### src/rtl/ag_pkg.sv
// Shared AG pipeline definitions: bundle width, field positions and the
// occupancy encoding used by the AG->ME skid buffer.
package ag_pkg;

    localparam int AG_W        = 341;
    localparam int STALL_CNT_W = 16;

    // Field positions inside the packed AG bundle (msb/lsb pairs)
    localparam int CS_MSB         = 340;
    localparam int CS_LSB         = 290;
    localparam int ADDR1_MSB      = 289;
    localparam int ADDR1_LSB      = 258;
    localparam int ADDR2_MSB      = 257;
    localparam int ADDR2_LSB      = 226;
    localparam int SRC1_MSB       = 225;
    localparam int SRC1_LSB       = 194;
    localparam int SRC2_MSB       = 193;
    localparam int SRC2_LSB       = 162;
    localparam int NEIP_MSB       = 161;
    localparam int NEIP_LSB       = 130;
    localparam int EIP_MSB        = 129;
    localparam int EIP_LSB        = 98;
    localparam int BP_TGT_MSB     = 97;
    localparam int BP_TGT_LSB     = 66;
    localparam int SEGRC1_MSB     = 65;
    localparam int SEGRC1_LSB     = 50;
    localparam int LIMIT_MSB      = 49;
    localparam int LIMIT_LSB      = 30;
    localparam int IMM8_MSB       = 29;
    localparam int IMM8_LSB       = 22;
    localparam int SEGR1_MSB      = 21;
    localparam int SEGR1_LSB      = 19;
    localparam int OPSIZE_MSB     = 18;
    localparam int OPSIZE_LSB     = 17;
    localparam int DR1_MSB        = 16;
    localparam int DR1_LSB        = 14;
    localparam int DR2_MSB        = 13;
    localparam int DR2_LSB        = 11;
    localparam int DRSEG_MSB      = 10;
    localparam int DRSEG_LSB      = 8;
    localparam int BP_TAKEN_BIT   = 7;
    localparam int INDIR_BIT      = 6;
    localparam int DFLAG_BIT      = 5;
    localparam int BR_FETCHID_MSB = 4;
    localparam int BR_FETCHID_LSB = 1;
    localparam int V_BIT          = 0;

    typedef enum logic [1:0] {
        OCC_EMPTY = 2'd0,
        OCC_ONE   = 2'd1,
        OCC_TWO   = 2'd2
    } occ_e;

endpackage

### src/rtl/ag_skid_slot.sv
// One W-bit storage slot of the skid buffer: load-enabled register that
// clears asynchronously on reset.
module ag_skid_slot #(
    parameter int W = 341
) (
    input  logic         clk,
    input  logic         rst,
    input  logic         en,
    input  logic [W-1:0] d,
    output logic [W-1:0] q
);

    logic [W-1:0] data_reg;

    always_ff @(posedge clk or negedge rst) begin
        if (!rst) begin
            data_reg <= '0;
        end else if (en) begin
            data_reg <= d;
        end
    end

    assign q = data_reg;

endmodule

### src/rtl/ag_me_skid.sv
// AG->ME consumer-side skid buffer: two-entry queue (head + skid) with a
// registered stall back to the AG latch, flush, and a stall-cycle counter.
module ag_me_skid
    import ag_pkg::*;
#(
    parameter int W     = AG_W,
    parameter int CNT_W = STALL_CNT_W
) (
    input  logic             clk,
    input  logic             rst,
    input  logic [W-1:0]     i_bundle,
    output logic             o_ag_stall,
    input  logic             i_me_stall,
    input  logic             i_flush,
    output logic [W-1:0]     o_bundle,
    output logic             o_v,
    output logic [1:0]       o_occ,
    output logic [CNT_W-1:0] o_stall_cnt
);

    occ_e             state_reg, state_next;
    logic             stall_reg;
    logic [CNT_W-1:0] stall_cnt_reg;

    logic             push, pop;
    logic             head_en, head_from_skid, skid_en;
    logic [W-1:0]     head_q, skid_q, head_d;

    // While stalled the AG latch re-presents the same op; ignoring it avoids a duplicate
    assign push = i_bundle[V_BIT] & ~stall_reg & ~i_flush;
    assign pop  = o_v & ~i_me_stall & ~i_flush;

    always_ff @(posedge clk or negedge rst) begin
        if (!rst) begin
            state_reg <= OCC_EMPTY;
        end else begin
            state_reg <= state_next;
        end
    end

    always_comb begin
        state_next     = state_reg;
        head_en        = 1'b0;
        head_from_skid = 1'b0;
        skid_en        = 1'b0;
        if (i_flush) begin
            state_next = OCC_EMPTY;
        end else begin
            case (state_reg)
                OCC_EMPTY: begin
                    if (push) begin
                        head_en    = 1'b1;
                        state_next = OCC_ONE;
                    end
                end
                OCC_ONE: begin
                    if (push && pop) begin
                        head_en = 1'b1;
                    end else if (push) begin
                        skid_en    = 1'b1;
                        state_next = OCC_TWO;
                    end else if (pop) begin
                        state_next = OCC_EMPTY;
                    end
                end
                OCC_TWO: begin
                    if (pop) begin
                        head_en        = 1'b1;
                        head_from_skid = 1'b1;
                        state_next     = OCC_ONE;
                    end
                end
                default: begin
                    state_next = OCC_EMPTY;
                end
            endcase
        end
    end

    assign head_d = head_from_skid ? skid_q : i_bundle;

    ag_skid_slot #(.W(W)) u_head (
        .clk (clk),
        .rst (rst),
        .en  (head_en),
        .d   (head_d),
        .q   (head_q)
    );

    ag_skid_slot #(.W(W)) u_skid (
        .clk (clk),
        .rst (rst),
        .en  (skid_en),
        .d   (i_bundle),
        .q   (skid_q)
    );

    // Stall is a flop so ME-side backpressure never forms a combinational path into AG
    always_ff @(posedge clk or negedge rst) begin
        if (!rst) begin
            stall_reg     <= 1'b0;
            stall_cnt_reg <= '0;
        end else begin
            stall_reg <= (state_next == OCC_TWO);
            if (stall_reg && (stall_cnt_reg != {CNT_W{1'b1}})) begin
                stall_cnt_reg <= stall_cnt_reg + 1'b1;
            end
        end
    end

    assign o_ag_stall  = stall_reg;
    assign o_bundle    = head_q;
    assign o_v         = (state_reg != OCC_EMPTY);
    assign o_occ       = state_reg;
    assign o_stall_cnt = stall_cnt_reg;

endmodule

### config.mk
export PLATFORM = sky130hd
export DESIGN_NAME = ag_me_skid
export DESIGN_NICKNAME = d
export VERILOG_FILES = /design/src/rtl/ag_pkg.sv /design/src/rtl/ag_skid_slot.sv /design/src/rtl/ag_me_skid.sv
export SDC_FILE = /design/constraint.sdc
export NUM_CORES = 1
export LEC_CHECK = 0
export CELL_PAD_IN_SITES_DETAIL_PLACEMENT = 1
export CELL_PAD_IN_SITES_GLOBAL_PLACEMENT = 2
export CORE_MARGIN = 2
export CORE_UTILIZATION = 38
export CTS_CLUSTER_DIAMETER = 150
export CTS_CLUSTER_SIZE = 30
export DETAILED_ROUTE_END_ITERATION = 12
export MAX_ROUTING_LAYER = met4
export PLACE_DENSITY_LB_ADDON = 0.05
export RECOVER_POWER = 50
export SETUP_SLACK_MARGIN = 0.4
export SYNTH_ARGS = -nofsm -noshare
export SYNTH_HDL_FRONTEND = slang
export SYNTH_SLANG_ARGS = --single-unit
### constraint.sdc
create_clock -name clk -period 4.82 [get_ports clk]
set_input_delay 0.964 -clock clk [delete_from_list [all_inputs] [get_ports clk]]
set_output_delay 0.964 -clock clk [all_outputs]
set_load 0.1 [all_outputs]
# After elaboration in Yosys (flattened, before gate mapping)
# Cells that the tools add are included.
# totals
mem_count,0
out_inout_bits,361
in_bits,345
mem_bits_rw,0
romBits,0
latch_bits,0
word_cells,39
reg_bits,701
# classes
muxes,18
n_reduce_logical,4
shifts,0
div,0
bitwise_logic,7
mul,0
order_cmp,0
n_addsub,1
n_eq_ne,4
# op_table
op,n
2-to-1 mux 341 bit,1
adder 16 x 1 -> 16 bit (second input constant),1
inequality test 16 bit (second input constant),1
2-to-1 mux 2 bit,6
2-to-1 mux 1 bit,9
one-hot mux 2 bit (3 select lines),1
bitwise AND 1 bit,4
== test 2 bit (second input constant),2
inverter 1 bit,3
one-hot mux 1 bit (3 select lines),1
== test 2 x 1 -> 1 bit (second input constant),1
logical AND 1 bit,2
logical NOT 2 bit,1
nonzero test 2 bit,1

# Depth between registers and ports, before layout
# Gate-level depths: netlist (run 1).
# depth
depth_word,9
mapped_depth,6
mapped_depth_nobuf,5

# Modules after synthesis
# Synthesis (run 1) repeated with hierarchy kept, for this count alone.
# unflattened
hier_cells,1913
area_unflattened_um2,33131.8
# by_module_without_submodules
module,cells_each,instances,area_each_um2,seq_area_each_um2
ag_skid_slot,720,2,13937.1,8533.2
ag_me_skid,473,1,5257.5,475.5

# Worst setup path before layout (run 1)
# OpenSTA, ideal clock, no wires.
# synth_path
path_kind,flip-flop to flip-flop
from,"reg state_reg[1], in the netlist o_occ[1]"
to,"reg u_head.data_reg[125], in the netlist u_head.q[125]"
arrival_time_ns,2.560
setup_slack_ns,2.132
required_time_ns,4.692
path_stages_with_launch,7
period_less_slack_ns,2.688
path_buffers,2
cell_sequence,dfrtp_1 > or3b_4 > nor2_8 > buf_4 > buf_2 > mux2_1 > mux2_1
# synth_via
elab_chain_len,7
# synth_rtl
item,line_no,rtl
"start, declared",ag_me_skid.sv:21,"occ_e state_reg, state_next;"
"start signal, assigned",ag_me_skid.sv:37,state_reg <= state_next;
nonzero test 2 bit,ag_me_skid.sv:113,assign o_v = (state_reg != OCC_EMPTY);
bitwise AND 1 bit (2 in series),ag_me_skid.sv:31,assign pop = o_v & ~i_me_stall & ~i_flush;
logical AND 1 bit / 2-to-1 mux 1 bit (equally long branches),"ag_me_skid.sv:57, ag_me_skid.sv:67",
2-to-1 mux 1 bit (on tied branches),"ag_me_skid.sv:57, ag_me_skid.sv:49",
one-hot mux 1 bit (3 select lines) / 2-to-1 mux 1 bit (equally long branches),"ag_me_skid.sv:49, ag_me_skid.sv:46",
2-to-1 mux 1 bit / 2-to-1 mux 341 bit (equally long branches),"ag_me_skid.sv:46, ag_me_skid.sv:80",
"end signal, assigned",ag_skid_slot.sv:17,data_reg <= '0;
"end signal, assigned",ag_skid_slot.sv:19,data_reg <= d;
"end, declared",ag_skid_slot.sv:13,logic [W-1:0] data_reg;
# Several ways; a longest one is shown, not always the timed one.
# A chain may end at the register's enable or synchronous reset.

# Final worst setup path (run 1)
# layout_path
from,in i_me_stall
to,"reg u_head.data_reg[14], in the netlist u_head.q[14]"
# layout_via
elab_chain_len,7
# layout_rtl
item,line_no,rtl
"start, declared",ag_me_skid.sv:13,"input logic i_me_stall,"
inverter 1 bit (*),ag_me_skid.sv:31,
bitwise AND 1 bit (*) (2 in series),ag_me_skid.sv:31,
logical AND 1 bit / 2-to-1 mux 1 bit (equally long branches),"ag_me_skid.sv:57, ag_me_skid.sv:67",
2-to-1 mux 1 bit (on tied branches),"ag_me_skid.sv:57, ag_me_skid.sv:49",
one-hot mux 1 bit (3 select lines) / 2-to-1 mux 1 bit (equally long branches),"ag_me_skid.sv:49, ag_me_skid.sv:46",
2-to-1 mux 1 bit / 2-to-1 mux 341 bit (equally long branches),"ag_me_skid.sv:46, ag_me_skid.sv:80",
# Every way passes the cells marked *; elsewhere a longest branch is shown, timed or not.

==> flow_summary.toml, run 1 <==
[synth]
netlist_instances = 1910
synth-edff-count = 0
mappedNetlistArea_um2 = 30200
ys_seq_area_frac = 0.581
async_flop_share = 1.00
yosysUniqueCellTypes = 31
synth_warnings = 0
syn-num-nets = 2256
synthFlopType = "dfrtp_1"
yosys_register_bits = 701
syn-mean-instance-area_um2 = 15.8

[outcome]
status = "complete, but fails checks"
violations = "max-capacitance violations, max-slew violations"

[power_and_ir_drop]
p_switching_mw = 8.56
sw_frac_of_total = 0.439
power_frac_seq = 0.418
p_int_mw = 11.0
p_comb_frac = 0.437
p_clk_frac = 0.146
p_per_area_nw_per_um2 = 497
leakage_nw = 15.9
ir_drop_mv = 0.230

[hold_path]
hold_path.startpoint = "u_skid.q[0]$_DFFE_PN0P_"
worstHoldEndpoint = "u_skid.q[0]$_DFFE_PN0P_"
hold_depth = 1
hp-class = "register to register"

[grt]
grt_pass1_vias = 20530
grt_pass1_wl_mm = 133
grt_max_degree = 100
grtUsageTotal = 0.221
overflow = 0
antenna_found_initial = 38

[routing]
wl_per_cell_um = 24.4
detail_route.first_pass.iterations = 4
drt_wl_total_mm = 89.5
antenna_left = 0
vias = 18386
drcViolationCount = 0
drt-initial-drc-count = 589
via_per_inst = 5.02

[clocking]
cts_tree = "done"
clk_pin_slew_ns = 0.11
cts-htree-levels = 1
cts_sinks = 701
clk_latency_ns = 0.61
cts-root-buf = "clkbuf_16"
clk_path_buf_depth = 3
post_cts_resized = 0
cts_setup_buffers = 0
numCtsBuffers = 27
ctsHoldBuffers = 0

[worst_setup_path]
crit_path_end_kind = "register"
r2r-start = "o_occ[1]$_DFF_PN0_"
crit_chain = "dlygate4sd3_1, or3b_1, a21oi_1, buf_12, clkbuf_2, mux2_2"
crit_slowest_cell = "a21oi_1"
reg2reg_setup_slack_ns = 1.15
crit_path_max_incr_delay_ns = 1.17
startpoint_type = "input port"
cp.required_ns = 5.30
cp_max_fo = 25
r2r_cells = 5
r2r_end = "u_head.q[14]$_DFFE_PN0P_"
arrival_ns = 4.50
path_class = "input port to register"

[sta]
fmax_ghz = 0.249
rsz0062_at_grt = "no"
final.setup_skew_ns = 0.0290
setup_viol = 0
post-route-min-period_ns = 4.02
hold_viol = 0
min_period_over_period = 0.833
slew_violations = 121
fin_tns_setup_ns = 0
worst_slew_pin_slew_ns = 2.90
slew_headroom = -0.934

[cells_and_area]
nFillCells = 7619
drive_gt1_frac = 0.401
nNetsFinal = 2922
final_util = 0.499
syn_to_final_growth_pct = 30.2

[floorplan]
ios = 706
dieArea_um2 = 81700
die_w_um = 286
die_y_um = 286
rows = 103
start_util = 0.383
coreArea_um2 = 78700

[placement]
gp_congestion = 0.804
portBuffers = 705
dp_hpwl_mm = 65.8

[run]
maxCapViolations = 3
## through the flow
step	area (um^2)	hold slack [ns]	instances	worst slack, ns	power [mW]
6_report	39300	0.474	3664	0.804	19.5
5_1_grt	39300	0.507	3662	0.628	20.4
4_1_cts	39300	0.377	3625	1.25	19.8
3_5_place_dp	38600	0.455	3597	1.17	16.9
3_3_place_gp	38600	0.446	3597	1.22	16.6
2_1_floorplan	30200	0.433	1910	2.13	14.3
## registers in the layout, summed over array words and instances, names as in the netlist
signal,count
o_ag_stall,1
o_occ,2
o_stall_cnt,16
u_head.q,341
u_skid.q,341
## Yosys cell counts (2+ instances only)
library cell  instances  share of area
a31o_2                3        0.00087
and3_1                3        0.00062
buf_2                90          0.015
buf_4                22         0.0055
clkbuf_1              2        0.00025
dfrtp_1             701           0.58
inv_1                 4        0.00050
mux2_1               63          0.024
mux2_2              961           0.36
nand2_1               8         0.0010
nand3_1               8         0.0013
nand4_1               6         0.0012
nor2_1                4        0.00050
nor3_1                3        0.00050
nor4_1                3        0.00062
o21a_1                2        0.00050
or2_2                 2        0.00041
xnor2_1              11         0.0032
xor2_1                2        0.00058
## how the worst max path moves through the flow
stage,start,end,cells after the start
floorplan,o_occ[1]$_DFF_PN0_,u_head.q[125]$_DFFE_PN0P_,6
global placement,i_me_stall,u_head.q[49]$_DFFE_PN0P_,6
detailed placement,i_me_stall,u_head.q[49]$_DFFE_PN0P_,6
CTS,o_ag_stall$_DFF_PN0_,o_ag_stall,1
global route,i_me_stall,u_head.q[15]$_DFFE_PN0P_,6
finish,i_me_stall,u_head.q[14]$_DFFE_PN0P_,6
## cell usage in the layout (no fill, tap or decap), types with 4 or more instances in the layout
master	n
nand4_1	6
diode_2	39
buf_12	22
xnor2_1	11
dfrtp_1	701
nor2_1	4
mux2_1	64
nand3_1	8
buf_4	10
inv_1	4
clkdlybuf4s50_1	702
clkbuf_16	27
mux2_2	960
clkbuf_2	5
clkbuf_1	10
nand2_1	8
## power groups by stage
stage / Clock (mW) / Combinational (mW) / Sequential, mW
2_1_floorplan: 0 / 1.65 / 12.6
3_3_place_gp: 0 / 8.47 / 8.16
3_5_place_dp: 0 / 8.59 / 8.28
4_1_cts: 3.01 / 8.61 / 8.16
5_1_grt: 3.18 / 8.79 / 8.38
6_report: 2.85 / 8.52 / 8.15
## per-layer routing
metal	up-vias	share of wire	global-route usage
li1	8188	-	-
met1	9683	0.38	0.248
met2	427	0.52	0.377
met3	88	0.067	0.0652
met4	0	0.030	0.0753
met5	-	0	-
## cell type report
type	instances	area [um^2]	area share
Clock inverter	1	20.0	0.000510
Timing Repair Buffer	751	7620	0.194
Tap cell	1050	1310	0.0335
Clock buffer	27	676	0.0172
Multi-Input combinational cell	1091	12000	0.305
Antenna cell	39	97.6	0.00248
Sequential cell	701	17500	0.447
Inverter	4	15.0	0.000382
## critical path: cells and delay by family
family          cells  cell delay, ns
buf+inv             3            1.44
compound gates      1            1.17
simple gates        1            0.48
mux                 1            0.40
## cell families after synthesis
logic type,after synthesis,synth area share
mux,1024,0.382
flops,701,0.581
buf+inv,118,0.0211
simple gates,44,0.00846
xor+xnor,13,0.00377
compound gates,9,0.00270
fa+ha+maj,1,0.000415
(Power assumes the default switching activity.)
==> inputs of run 2 (changes only) <==
--- a/config.mk
+++ b/config.mk
@@ -8,7 +8,7 @@
 export CELL_PAD_IN_SITES_DETAIL_PLACEMENT = 1
 export CELL_PAD_IN_SITES_GLOBAL_PLACEMENT = 2
 export CORE_MARGIN = 2
-export CORE_UTILIZATION = 38
+export CORE_UTILIZATION = 32
 export CTS_CLUSTER_DIAMETER = 150
 export CTS_CLUSTER_SIZE = 30
 export DETAILED_ROUTE_END_ITERATION = 12
==> constraint.sdc (replaced) <==
create_clock -name clk -period 3.5 [get_ports clk]
set_input_delay 0.7 -clock clk [delete_from_list [all_inputs] [get_ports clk]]
set_output_delay 0.7 -clock clk [all_outputs]
set_load 0.1 [all_outputs]
==> run 2 against run 1 <==
The flow still finishes with violations (max-capacitance violations, max-slew violations). Sequential power is 37% higher. Global-route usage shrank 3.1 points. Largest cell class unchanged. Combinational power is 31% higher. Flip-flop and latch count unchanged. Largest power group is now sequential cells. Total power is 35% higher.
==> flow_summary.toml, run 2 (same netlist as run 1, synthesis figures left out) <==
[grt]
grt-busiest-layer = "met2"
antenna_found_initial = 31
grtUsageMet1 = 0.213
overflow = 0
grtUsageTotal = 0.191
grt_pass1_vias = 20624
grt_max_degree = 85
gr-usage-met3 = 0.0527
met2_usage = 0.336
grt_pass1_wl_mm = 137

[clocking]
clk_latency_ns = 0.63
clk_pin_slew_ns = 0.12
cts_setup_buffers = 0
clk_path_buf_depth = 3
post_cts_resized = 0
cts-root-buf = "clkbuf_16"
numCtsBuffers = 27
ctsHoldBuffers = 1
cts_tree = "done"
cts_sinks = 701
cts-htree-levels = 1

[worst_setup_path]
r2r-start = "o_occ[1]$_DFF_PN0_"
crit_path_end_kind = "output port"
crit_path_max_incr_delay_ns = 1.16
crit_slowest_cell = "clkdlybuf4s50_1"
cp_max_fo = 2
path_class = "register to output port"
crit_family = "buffers and inverters"
arrival_ns = 2.23
startpoint_type = "register"
crit_chain = "clkdlybuf4s50_1"
crit_start = "u_head.q[87]$_DFFE_PN0P_"
cp_num_buf_inv = 1
cp.required_ns = 2.80

[sta]
worst_slew_pin_slew_ns = 1.80
post-route-min-period_ns = 2.93
fin_tns_setup_ns = 0
slew_violations = 48
setup_viol = 0
whs_ns = 0.477
fmax_ghz = 0.342
hold_viol = 0
final.setup_skew_ns = 0.0273
rsz0062_at_grt = "no"
min_period_over_period = 0.837
slew_headroom = -0.197

[floorplan]
coreArea_um2 = 93300
ios = 706
rows = 112
die_y_um = 311
dieArea_um2 = 96800
die_w_um = 311
start_util = 0.323

[cells_and_area]
syn_to_final_growth_pct = 28.4
nNetsFinal = 2938
seq_area_um2 = 17500
multi_input_area_um2 = 12000
nFillCells = 9506
final_common_cell = "mux2_2"
stdcell_area_um2 = 38800
drive_gt1_frac = 0.423
fin_cells = 3876
mostFrequentLayoutCells = "mux2_2 (961), dfrtp_1 (701), clkdlybuf4s50_1 (509)"

[run]
maxCapViolations = 1

[power_and_ir_drop]
leakage_nw = 15.6
p_per_area_nw_per_um2 = 682
ir_drop_mv = 0.388

[outcome]
status = "complete, but fails checks"
violations = "max-capacitance violations, max-slew violations"

[hold_path]
hold_path.startpoint = "u_skid.q[0]$_DFFE_PN0P_"
hp-class = "register to register"

[placement]
dp_cells = 3816
portBuffers = 705
place_area_um2 = 38600
gp_congestion = 0.783
dp_hpwl_mm = 67.3

[routing]
wl_per_cell_um = 23.5
drt-initial-drc-count = 625
vias = 18382
antenna_left = 0
via_per_inst = 4.74
drt_wl_total_mm = 91.0
detail_route.first_pass.iterations = 4
drcViolationCount = 0
## run 2: worst paths after layout
| kind | to | slack, ns | cells past startpoint |
|---|---|---|---|
| max | o_bundle[87] | 0.57 | 1 |
| min | u_skid.q[0]$_DFFE_PN0P_ | 0.48 | 1 |
| max reg2reg | u_skid.q[231]$_DFFE_PN0P_ | 0.96 | 5 |
| min reg2reg | u_skid.q[0]$_DFFE_PN0P_ | 0.48 | 1 |
| max in group asynchronous | u_head.q[6]$_DFFE_PN0P_ | 0.66 | 4 |
| min in group asynchronous | u_skid.q[260]$_DFFE_PN0P_ | 1.07 | 2 |
## run 2: power by group
part / switching, mW / internal, mW
Sequential: 1.07 / 10.1
Clock: 2.57 / 1.41
Combinational: 8.18 / 3.06
Total: 11.8 / 14.6
## run 2: stage by stage
stage | setup WS, ns | utilization | power, mW
final | 0.572 | 0.415 | 26.4
after floorplan | 0.812 | - | 19.7
after CTS | 0.493 | 0.421 | 27.2
after global routing | 0.285 | 0.415 | 27.7
after detailed placement | 0.376 | 0.414 | 23.1
after global placement | 0.429 | 0.414 | 22.8
## run 2: layout make-up
class / instances / area share
diodes: 31 / 0.00200
clock buffers: 27 / 0.0174
clock inverters: 1 / 0.000517
inverters: 4 / 0.000387
multi-input cells: 1091 / 0.309
flip-flops and latches: 701 / 0.453
well taps: 1254 / 0.0405
repair buffers: 767 / 0.177
## run 2: metal layers
| metal | vias to the layer above | wire, um |
|---|---|---|
| met5 | - | 0 |
| met4 | 0 | 2400 |
| met3 | 79 | 5940 |
| met2 | 410 | 47800 |
| met1 | 9673 | 34900 |
| li1 | 8220 | - |
